**src/rtl/fx_requant_pipe.sv**
```systemverilog
// rtl/fx_requant_pipe.sv - two-stage signed fixed-point requantizer (round, then overflow) with valid/ready.
// Optional overflow event counter enabled by defining FX_REQUANT_OVF_CNT_EN.
module fx_requant_pipe #(
    parameter int IN_W       = 20,
    parameter int IN_FRAC    = 10,
    parameter int OUT_W      = 15,
    parameter int OUT_FRAC   = 7,
    parameter int ROUND_MODE = 1,
    parameter int SAT_MODE   = 1
) (
    input  logic             clk,
    input  logic             rst_n,
    input  logic [IN_W-1:0]  i_data,
    input  logic             i_valid,
    output logic             i_ready,
    output logic [OUT_W-1:0] o_data,
    output logic             o_valid,
    input  logic             o_ready,
`ifdef FX_REQUANT_OVF_CNT_EN
    input  logic             i_cnt_clr,
    output logic [15:0]      o_ovf_cnt,
`endif
    output logic             o_ovf
);
    localparam int D   = IN_FRAC - OUT_FRAC;
    localparam int Q_W = IN_W - D + 1;
    localparam logic [IN_W:0]    HALF    = (IN_W+1)'(2**D / 2);
    localparam logic [IN_W:0]    HALF_M1 = HALF - (IN_W+1)'(1);
    localparam logic [OUT_W-1:0] MAX_V   = {1'b0, {(OUT_W-1){1'b1}}};
    localparam logic [OUT_W-1:0] MIN_V   = {1'b1, {(OUT_W-1){1'b0}}};

    logic             s1_valid;
    logic [Q_W-1:0]   s1_q;
    logic             s1_free;
    logic             s2_free;
    logic [IN_W:0]    x_ext;
    logic [IN_W:0]    sum;
    logic [Q_W-1:0]   q;
    logic [OUT_W-1:0] res;
    logic             ovf;

    assign s2_free = ~o_valid | o_ready;
    assign s1_free = ~s1_valid | s2_free;
    assign i_ready = s1_free;

    // One extra bit of headroom keeps the rounding carry of the most positive input.
    assign x_ext = {i_data[IN_W-1], i_data};

    if (D == 0 || ROUND_MODE == 0) begin : g_floor
        assign sum = x_ext;
    end else if (ROUND_MODE == 1) begin : g_half_up
        assign sum = x_ext + HALF;
    end else begin : g_half_even
        assign sum = x_ext + HALF_M1 + {{IN_W{1'b0}}, i_data[D]};
    end

    assign q = Q_W'(sum >> D);

    if (Q_W > OUT_W) begin : g_range
        logic [Q_W-OUT_W:0] top;
        assign top = s1_q[Q_W-1:OUT_W-1];
        assign ovf = ~(&top | ~|top);
        if (SAT_MODE == 1) begin : g_sat
            assign res = ovf ? (s1_q[Q_W-1] ? MIN_V : MAX_V) : s1_q[OUT_W-1:0];
        end else begin : g_wrap
            assign res = s1_q[OUT_W-1:0];
        end
    end else begin : g_widen
        assign res = OUT_W'($signed(s1_q));
        assign ovf = 1'b0;
    end

    always_ff @(posedge clk) begin
        if (!rst_n) begin
            s1_valid <= 1'b0;
            s1_q     <= '0;
            o_valid  <= 1'b0;
            o_data   <= '0;
            o_ovf    <= 1'b0;
        end else begin
            if (s1_free) begin
                s1_valid <= i_valid;
                if (i_valid) s1_q <= q;
            end
            if (s2_free) begin
                o_valid <= s1_valid;
                if (s1_valid) begin
                    o_data <= res;
                    o_ovf  <= ovf;
                end
            end
        end
    end

`ifdef FX_REQUANT_OVF_CNT_EN
    // Clear has priority over a same-cycle increment; the count sticks at all-ones.
    always_ff @(posedge clk) begin
        if (!rst_n || i_cnt_clr) begin
            o_ovf_cnt <= '0;
        end else if (o_valid && o_ready && o_ovf && (o_ovf_cnt != 16'hFFFF)) begin
            o_ovf_cnt <= o_ovf_cnt + 16'd1;
        end
    end
`endif

endmodule

```
**config.mk**
```make
export PLATFORM = sky130hd
export DESIGN_NAME = fx_requant_pipe
export DESIGN_NICKNAME = d
export VERILOG_FILES = /design/src/rtl/fx_requant_pipe.sv
export SDC_FILE = /design/constraint.sdc
export NUM_CORES = 1
export LEC_CHECK = 0
export CAP_MARGIN = 10
export CELL_PAD_IN_SITES_DETAIL_PLACEMENT = 1
export CELL_PAD_IN_SITES_GLOBAL_PLACEMENT = 1
export CORE_ASPECT_RATIO = 1.4
export CORE_MARGIN = 2
export CORE_UTILIZATION = 35
export CTS_BUF_LIST = sky130_fd_sc_hd__clkbuf_2 sky130_fd_sc_hd__clkbuf_4 sky130_fd_sc_hd__clkbuf_8
export DETAILED_ROUTE_END_ITERATION = 16
export GPL_TIMING_DRIVEN = 0
export HOLD_SLACK_MARGIN = 0.15
export PLACE_DENSITY = 0.85
export SETUP_SLACK_MARGIN = 0.1
export SLEW_MARGIN = 0
export SYNTH_ARGS = -nofsm -noshare
export SYNTH_HDL_FRONTEND = slang
export SYNTH_SLANG_ARGS = --single-unit
```
**constraint.sdc**
```tcl
create_clock -name clk -period 2.05 [get_ports clk]
set_input_delay 0.3075 -clock clk [delete_from_list [all_inputs] [get_ports clk]]
set_output_delay 0.3075 -clock clk [all_outputs]
set_load 0.02 [all_outputs]
```
==> impl_metrics.tcl <==
set metrics [dict create \
    worst_skew_pair.late_latency_ps 280 \
    top_ports 42 \
    post-route-drc-count 0 \
    detailroute.via_count 1576 \
    cp.arrival_ps 2130 \
    numPortBuffers 39 \
    p_switching_w 0.000421 \
    detailedRoute.firstPassIterationCount 4 \
    routed_via_density 5.22 \
    cpLargestDelayFamily "simple AND/OR/NAND/NOR gates" \
    static-leakage-power_nw 0.811 \
    tritoncts.num_buffers 5 \
    synth-edff-count 0 \
    synthesis.nets 217 \
    status "finished clean" \
    initial_core_util_pct 35.6 \
    end_kind "flip-flop" \
    timing.reg2reg.setup_slack_ps 320 \
    cpPeakStageDelay_ps 570 \
    worst-path-max-fanout 5 \
    holdCritStartpoint "s1_q[5]" \
    cts_tree "yes" \
    gr-total-overflow 0 \
    worst-slew-pin-transition_ps 423 \
    required_ps 2260 \
    switching_share_pct 26.2 \
    timing.slew.headroom_pct 71.6 \
    final_hold_viol_count 0 \
    hold_depth 2 \
    launching_point_of_the_worst_reg2reg_path "s1_q[14]" \
    timing.fmax_mhz 520 \
    synth.yosys.warnings 0 \
    max_cap_violations 0 \
    std_cell_rows 29 \
    power_density_mw_per_mm2 733 \
    gp_routability_congestion 0.785 \
    ys_seq_area_share_pct 45.4 \
    initialDrtViolationCount 31 \
    syn_avg_cell_area_sq_um 8.27 \
    fin_crit_sh_pct 93.8 \
    post_synthesis_cell_count 192 \
    place_hpwl_microns 3160 \
    min-delay-path-class "flip-flop to flip-flop" \
    crit_path_cell_trace "clkdlybuf4s50_1, nand4_1, or4_4, or3_1, a31oi_1" \
    finish.net_count 265 \
    power_frac_comb_pct 18.1 \
    number_of_diodes 0 \
    worst_r2r_path_depth 5 \
    clock-root-buffer "sky130_fd_sc_hd__clkbuf_8" \
    route.detailed.wl_per_inst_microns 14.4 \
    clock_power_share_pct 33.2 \
    chipWidth_microns 60.9 \
    global_route_wire_length_before_repair_microns 7160 \
    timing.rr.end "o_data[12]" \
    share_of_cells_above_drive_strength_1_pct 7.50 \
    critical_path.n_buffers_inverters 1 \
    buffers_from_clock_root_to_sink_at_most 2 \
    unrepaired_setup_endpoints_after_global_routing "false" \
    detailedPlace.worstSlack_ps -294 \
    share_seq_of_total_power_pct 48.7 \
    ir_worst_vdd_uv 298 \
    setup_viol 0 \
    fp.coreArea_sq_mm 0.00446 \
    summed_instance_area_of_the_synthesized_netlist_sq_mm 0.00159 \
    clk_pin_slew_worst_paths_ps 70 \
    finalPower_w 0.00160 \
    routed_wl_microns 4340 \
    maxSlewViolCount 0 \
    grt_antenna_before_repair 0 \
    seq_cells_post_synth 36 \
    hold_end "o_data[5]" \
    clk_skew_ps 5.85 \
    timing.final.crit_period_ps 1920 \
    chipHeight_microns 83.7 \
    area_growth_pct 37.8 \
    number_of_global_route_vias_before_repair 1582 \
    post_synth_num_cell_types 31 \
    critPathLaunchType "primary input" \
    grtUsageTotal_pct 18.3 \
    pin_count_of_the_biggest_net_entering_global_routing 11 \
    final_antenna_net_count 0 \
    timing.setup.critical_path_class "primary input to flip-flop" \
    die-area_sq_mm 0.00510 \
    async_s_r_ff_share_synth_pct 0 \
    postLayoutSetupSlackWorst_ps 126 \
    cts.sinks 36 \
    ys_dominant_reg_cell "sky130_fd_sc_hd__dfxtp_1" \
    cpMaxStageDelayCell "sky130_fd_sc_hd__or4_4" \
    htreeDepth 2 \
    internal-power_w 0.00118 \
]
[through the flow]
stage	setup TNS (ps)	util, %	instances	hold WS, ps	instance area, sq um
4_1_cts	0	48.5	301	460	2170
6_report	0	49.0	302	463	2190
3_5_place_dp	-2830	46.1	293	451	2060
5_1_grt	0	49.0	302	472	2190
3_3_place_gp	-2280	46.1	293	444	2060
2_1_floorplan	0	-	192	431	1590
[power groups by stage]
stage	Sequential [W]	Combinational (W)	Clock, W
global route	0.000787	0.000317	0.000569
detailed placement	0.000796	0.000284	0
floorplan	0.000818	0.000117	0
global placement	0.000793	0.000277	0
CTS	0.000781	0.000291	0.000538
finish	0.000781	0.000289	0.000532
[layer usage]
metal / routed length [microns] / track usage, % / share of wire (%)
met1: 1840 / 21.8 / 42
met2: 2260 / 30.7 / 52
met3: 123 / 3.26 / 2.8
met4: 122 / 8.10 / 2.8
met5: 0 / 0 / 0
[synth_stat cells, types with 4 or more instances]
cell,instances,area (sq um)
sky130_fd_sc_hd__nand3_1,5,25.0
sky130_fd_sc_hd__dfxtp_1,36,721
sky130_fd_sc_hd__a211oi_1,4,30.0
sky130_fd_sc_hd__inv_1,5,18.8
sky130_fd_sc_hd__nor3_1,4,20.0
sky130_fd_sc_hd__xor2_1,7,61.3
sky130_fd_sc_hd__a21oi_1,27,135
sky130_fd_sc_hd__nand4_1,7,43.8
sky130_fd_sc_hd__clkbuf_1,8,30.0
sky130_fd_sc_hd__nor2_1,8,30.0
sky130_fd_sc_hd__xnor2_1,7,61.3
sky130_fd_sc_hd__o21ai_0,28,140
sky130_fd_sc_hd__nand2_1,20,75.1
[cell type report]
cell class,count,area [sq um]
fillers,562,2270
multi-input cells,141,817
flip-flops and latches,36,721
repair buffers,41,418
clock buffers,7,96.3
well taps,62,77.6
plain buffers,9,36.3
inverters,6,22.5
[placed cells by master (no fill, tap or decap), drive strengths merged]
master | Yosys | routed
dfxtp | 36 | 36
clkdlybuf4s50 | 0 | 34
o21ai | 28 | 28
a21oi | 27 | 27
nand2 | 20 | 20
clkbuf | 8 | 15
nor2 | 8 | 8
nand4 | 7 | 7
xnor2 | 7 | 7
xor2 | 7 | 7
nand3 | 5 | 5
inv | 5 | 5
dlymetal6s2s | 0 | 5
nor3 | 4 | 4
a211oi | 4 | 4
or3 | 3 | 3
and3 | 3 | 3
buf | 1 | 3
and2 | 2 | 2
mux2i | 2 | 2
mux2 | 2 | 2
a31oi | 2 | 2
nor4 | 2 | 2
nand3b | 1 | 1
and4 | 1 | 1
clkinv | 1 | 1
a21boi | 1 | 1
o21a | 1 | 1
or4 | 1 | 1
o211ai | 1 | 1
nand2b | 1 | 1
ha | 1 | 1
[state kept, by name, indices dropped and copies added (netlist names)]
| signal | count |
|---|---|
| s1_q | 18 |
| o_ovf | 1 |
| o_valid | 1 |
| s1_valid | 1 |
| o_data | 15 |
[how the worst max path moves through the flow]
stage,start,end,slack (ps),cells past startpoint
4_1_cts,i_data[3],s1_q[15],140,6
3_5_place_dp,i_data[2],s1_q[15],-290,6
6_report,i_data[6],s1_q[15],130,5
3_3_place_gp,i_data[2],s1_q[15],-260,6
2_1_floorplan,i_data[2],s1_q[15],390,5
5_1_grt,i_data[6],s1_q[15],100,5
[cell families after synthesis]
logic type,after synthesis,synth area share [%]
xor gates and xnor gates,14,7.72
adders and majority gates,1,0.788
DFF,36,45.4
AOI/OAI and AO/OA,64,21.4
and+or+nand+nor,58,18.4
muxes,4,2.68
buffers and inverters,15,3.55
[repair_timing]
action                                  CTS  global route
pin swaps                                 2             4
setup buffers                             1             1
gates resized for setup                   2             9
hold buffers                              0             0
endpoints found under the setup margin    5            12
[tightest hold or removal path: stages (launching register included)]
cell	delay (ps)
sky130_fd_sc_hd__dfxtp_1	310
sky130_fd_sc_hd__nand2_1	50
sky130_fd_sc_hd__a21oi_1	50
Power figures use the tool's default switching activity.
==> RTL edit 1: new RTL, config.mk and constraints unchanged <==
`IN_W`: 20 -> 30.
--- a/src/rtl/fx_requant_pipe.sv
+++ b/src/rtl/fx_requant_pipe.sv
@@ -1,7 +1,7 @@
 // rtl/fx_requant_pipe.sv - two-stage signed fixed-point requantizer (round, then overflow) with valid/ready.
 // Optional overflow event counter enabled by defining FX_REQUANT_OVF_CNT_EN.
 module fx_requant_pipe #(
-    parameter int IN_W       = 20,
+    parameter int IN_W       = 30,
     parameter int IN_FRAC    = 10,
     parameter int OUT_W      = 15,
     parameter int OUT_FRAC   = 7,
Interface: changed (resized i_data); port bits go from 42 to 52. The function was not compared with the original's and may differ.
==> RTL edit 1 against the original RTL <==
  * Register-to-register slack got worse by 0.14 ns
  * Routed wire length rose by 67%
  * Final area rose by 41%
  * Largest power group unchanged
  * Synthesized cell count rose by 38%
  * Total power rose by 24%
  * Critical endpoint is now o_data[12]
  * Setup slack improved by 0.052 ns
  * Area after synthesis rose by 44%
  * First-iteration DRC count rose by 100%
  * Sequential cell count rose by 10
  * Utilization barely moved
  * Final cell count rose by 33%
  * Clock power rose by 11%
  * Combinational power rose by 34%
==> RTL edit 1: results (changes against the original RTL) <==
status: "complete, no violations"  # unchanged
route.detailed.wl_per_inst_um: 18.0  # was 14.4 µm
grt_pass1_vias: 2396  # was 1582
reg_top3: "s1_q: 28 flops, o_data: 15 flops"  # was s1_q: 18 flops, o_data: 15 flops
antenna_cells: 0  # unchanged
synth_xor_area_frac: 0.0497  # was 0.0772
gp_congestion: 0.836  # was 0.785
cts-root-buf: "clkbuf_8"  # unchanged
crit_fanout: 10  # was 5
grtUsageTotal: 0.212  # was 0.183
cp_slowest_stage_delay_ns: 0.54  # was 0.57 ns
yosys_warnings: 0  # unchanged
synth_cell_types: 36  # was 31
reg2regPathDepth: 5  # unchanged
route.vias.total: 2345  # was 1576
hold_depth: 3  # was 2
ys_top_cells_by_area: "dfxtp_1 (40%), o311a_1 (6.1%), o21ai_0 (4.8%)"  # was dfxtp_1 (45%), o21ai_0 (8.8%), a21oi_1 (8.5%)
drive_above_1_share: 0.124  # was 0.0750
finClkSkew_ns: 0.00515  # was 0.00585 ns
hpwl_um: 5550  # was 3160 µm
grt_max_degree: 15  # was 11
fillCellCount: 765  # was 562
nNetsFinal: 365  # was 265
max_slew.worst_pin.slew_ns: 0.573  # was 0.423 ns
clkLatencyLatePin_ns: 0.31  # was 0.28 ns
drt_first_iter_violations: 63  # was 31
cts_htree_levels: 2  # unchanged
firstDrtPassIters: 4  # unchanged
cts_made_buffers: 5  # unchanged
worstPathArrival_ns: 2.07  # was 2.13 ns
vdd_ir_drop_max_uv: 221  # was 298 µV
postSynth.asyncResetShare: 0  # unchanged
muxShareOfSynthArea: 0  # was 0.0268
max-clock-path-buffers: 2  # unchanged
synth_fa_ha_area_frac: 0.00546  # was 0.00788
synth-compound-area-share: 0.263  # was 0.214
synth_seq_area_share: 0.402  # was 0.454
clk_pin_slew_worst_paths_ns: 0.09  # was 0.07 ns
antenna_found_initial: 0  # unchanged
leakage_uw: 0.00108  # was 0.000811 µW
crit_family: "simple AND/OR/NAND/NOR gates"  # unchanged
grt_first_pass_wirelength_um: 12000  # was 7160 µm
final_antenna_net_count: 0  # unchanged
port_buffers: 49  # was 39
hold_class: "primary input to flop"  # was flop to flop
synth_fp_nets: 300  # was 217
slowest_stage: "or4_4"  # unchanged
synthTopCellsByCount: "dfxtp_1 (46), o21ai_0 (22), nand3_1 (18)"  # was dfxtp_1 (36), o21ai_0 (28), a21oi_1 (27)
[RTL edit 1: timing repair]
item                       4_1_cts  5_1_grt
hold buffers                     0        0
buffers inserted                 8        1
gates resized for setup         23       24
setup endpoints to repair       29       32
pin swaps                        3        4
[RTL edit 1: worst paths after layout]
| check | start | endpoint | slack, ns |
|---|---|---|---|
| min reg2reg | o_data[14] | o_data[14] | 0.46 |
| min | i_data[15] | s1_q[12] | 0.44 |
| max | s1_q[27] | o_data[12] | 0.18 |
| max reg2reg | s1_q[27] | o_data[12] | 0.18 |
[RTL edit 1: per-stage QoR]
step / area [µm²] / power [µW] / cells / TNS (ns) / worst slack [ns]
global route: 3090 / 2070 / 403 / 0 / 0.0943
global placement: 2870 / 1380 / 386 / -7.95 / -0.467
finish: 3090 / 1980 / 403 / 0 / 0.179
CTS: 3040 / 1980 / 402 / 0 / 0.100
detailed placement: 2870 / 1400 / 386 / -10.71 / -0.556
floorplan: 2290 / 1200 / 265 / 0 / 0.292
[RTL edit 1: cells by family after synthesis]
| group | after synthesis |
|---|---|
| and+or+nand+nor | 94 |
| adders and majority gates | 1 |
| buffers and inverters | 24 |
| xor gates and xnor gates | 13 |
| AOI/OAI and AO/OA | 87 |
| DFF | 46 |
[RTL edit 1: tightest hold or removal path, delay by kind of cell]
family                 cells  cell delay [ns]
AO/OA/AOI/OAI              1             0.13
XOR/XNOR                   1             0.11
buffers and inverters      1             0.16
[RTL edit 1: metal layers]
layer | share of wire | track usage | vias to the layer above
li1 | - | - | 1148
met5 | 0 | 0 | -
met1 | 0.40 | 0.248 | 1137
met2 | 0.55 | 0.393 | 54
met4 | 0.013 | 0.0641 | 0
met3 | 0.028 | 0.0284 | 6
[RTL edit 1: layout make-up]
cell class / count / share of cell area
flip-flops and latches: 46 / 0.299
plain buffers: 20 / 0.0336
inverters: 4 / 0.00486
multi-input cells: 195 / 0.423
clock inverters: 2 / 0.00405
well taps: 72 / 0.0292
repair buffers: 58 / 0.179
clock buffers: 6 / 0.0267
[RTL edit 1: power breakdown]
group | leakage, µW | switching (µW) | total [µW] | internal, µW
sequential | 0.000382 | 44.0 | 1000 | 959
clock | 0.0000472 | 320 | 592 | 271
combinational | 0.000651 | 207 | 387 | 180
==> RTL edit 2: new RTL, config.mk and constraints unchanged <==
Without the edit above. Set the parameter `SAT_MODE` to 0 (it was 1).
--- a/src/rtl/fx_requant_pipe.sv
+++ b/src/rtl/fx_requant_pipe.sv
@@ -6,7 +6,7 @@
     parameter int OUT_W      = 15,
     parameter int OUT_FRAC   = 7,
     parameter int ROUND_MODE = 1,
-    parameter int SAT_MODE   = 1
+    parameter int SAT_MODE   = 0
 ) (
     input  logic             clk,
     input  logic             rst_n,
Formal check against the unedited RTL: not equivalent (Yosys sat finds a counterexample within 4 cycles, from zero or initial values and one cycle with rst_n low).
==> RTL edit 2 against the original RTL <==
  * Synthesized cell count shrank 1.0%
  * Final area is 1.2% higher
  * Area after synthesis is the same
  * Routed wire length down 13%
  * Sequential power down 2.6%
  * Sequential share of layout area decreased by 0.39 points
  * Setup slack better by 0.084 ns
  * Die area stayed put
  * Critical path depth shrank 2
  * Via count is 8.3% lower
  * Clock power up 63%
  * Total power increased by 15%
  * Sequential cell count is the same
  * Critical endpoint is now i_ready
==> RTL edit 2: results (changes against the original RTL) <==
cp-startpoint: "o_ready"  # was i_data[6]
postSynth.asyncResetShare: 0  # unchanged
reg_top3: "s1_q: 18 flops, o_data: 15 flops"  # unchanged
gp_congestion: 0.772  # was 0.785
crit_fanout: 3  # was 5
hpwl_um: 2860  # was 3160 µm
grt_max_degree: 13  # was 11
reg2reg_to: "s1_q[6]"  # was o_data[12]
post_cts_resized: 0  # was 2
viasPerCell: 4.83  # was 5.22
synth_cell_types: 28  # was 31
r2r_slack_ns: 0.54  # was 0.32 ns
worstPathArrival_ns: 1.53  # was 2.13 ns
cts_setup_buffers: 0  # was 1
grt_first_pass_wirelength_um: 6690  # was 7160 µm
antenna_found_initial: 0  # unchanged
r2r-start: "s1_valid"  # was s1_q[14]
nNetsFinal: 261  # was 265
hold_class: "flop to flop"  # unchanged
grt_pass1_vias: 1442  # was 1582
synth_ff_type: "dfxtp_1"  # unchanged
slew_headroom: 0.712  # was 0.716
routed_wirelength_um: 3770  # was 4340 µm
synthTopCellsByCount: "dfxtp_1 (36), nand2_1 (36), a21oi_1 (26)"  # was dfxtp_1 (36), o21ai_0 (28), a21oi_1 (27)
setup_viol: 0  # unchanged
grtUsageTotal: 0.170  # was 0.183
leakage_uw: 0.000774  # was 0.000811 µW
antenna_cells: 0  # unchanged
reg2regPathDepth: 6  # was 5
endpoint: "i_ready"  # was s1_q[15]
drt_first_iter_violations: 32  # was 31
ys_top_cells_by_area: "dfxtp_1 (45%), nand2_1 (8.5%), a21oi_1 (8.2%)"  # was dfxtp_1 (45%), o21ai_0 (8.8%), a21oi_1 (8.5%)
port_buffers: 39  # unchanged
finClkSkew_ns: 0.00671  # was 0.00585 ns
cts_htree_levels: 2  # unchanged
synth_fp_nets: 215  # was 217
clkLatencyLatePin_ns: 0.29
max-clock-path-buffers: 2  # unchanged
synth_seq_area_share: 0.454  # unchanged
cts_made_buffers: 5  # unchanged
drive_above_1_share: 0.0759  # was 0.0750
fillCellCount: 551  # was 562
firstDrtPassIters: 4  # unchanged
cts-root-buf: "clkbuf_8"  # unchanged
clk_pin_slew_worst_paths_ns: 0.08
vdd_ir_drop_max_uv: 337  # was 298 µV
status: "complete, no violations"  # unchanged
yosys_warnings: 0  # unchanged
[RTL edit 2: changes by cell type after synthesis, sizes merged, moves of 2 or more]
cell,unedited run,this run
nor3,4,0
buf,1,8
inv,5,3
mux2,2,0
nor4,2,0
nand3,5,7
clkbuf,8,6
nand2,20,36
xor2,7,12
o21ai,28,15
and4,1,3
xnor2,7,1
nor2,8,6
and2,2,4
[RTL edit 2: worst max-delay path, cell delays in order]
cell             delay (ns)
clkdlybuf4s50_1        0.46
nand3b_1               0.15
clkdlybuf4s50_1        0.62
[RTL edit 2: layer usage]
metal  vias up  GRT usage  wire length [µm]
met5         -          0                 0
met4         0     0.0711                74
met3         7     0.0388                98
met2        30      0.269              1990
met1       658      0.218              1600
li1        750          -                 -
[RTL edit 2: layout make-up]
type | instances | share of cell area
multi-input combinational | 137 | 0.351
sequential | 36 | 0.325
timing repair buffer | 39 | 0.176
clock inverter | 3 | 0.0407
buffer | 14 | 0.0350
tap | 62 | 0.0350
clock buffer | 5 | 0.0311
inverter | 3 | 0.00508
[RTL edit 2: worst min-delay path by stage]
stage | from | to | slack [ns] | depth (start not counted)
floorplan | s1_q[10] | o_data[10] | 0.43 | 2
global placement | s1_q[2] | o_data[2] | 0.44 | 2
detailed placement | s1_q[2] | o_data[2] | 0.45 | 2
CTS | s1_q[10] | o_data[10] | 0.45 | 2
global route | o_data[4] | o_data[4] | 0.48 | 2
finish | s1_q[10] | o_data[10] | 0.45 | 2
[RTL edit 2: cells by family after synthesis]
kind of cell,Yosys count,share of synthesized area
compound gates,50,0.170
flops,36,0.454
xor+xnor,13,0.0717
fa+ha+maj,1,0.00788
buf+inv,17,0.0559
mux,1,0.00630
simple gates,72,0.234
[RTL edit 2: report_power, final]
group	switching, µW	total (µW)	leakage, µW	internal, µW
Combinational	113	217	0.000400	104
Sequential	22.5	761	0.000296	739
Clock	256	865	0.0000784	609
Total	392	1840	0.000774	1450
[RTL edit 2: stage by stage]
stage,instances,setup slack (ns),utilization,instance area [µm²]
floorplan,190,0.498,-,1590
detailed placement,291,0.0990,0.461,2060
global route,299,0.147,0.496,2210
CTS,299,0.204,0.496,2210
global placement,291,0.144,0.461,2060
finish,299,0.210,0.496,2210
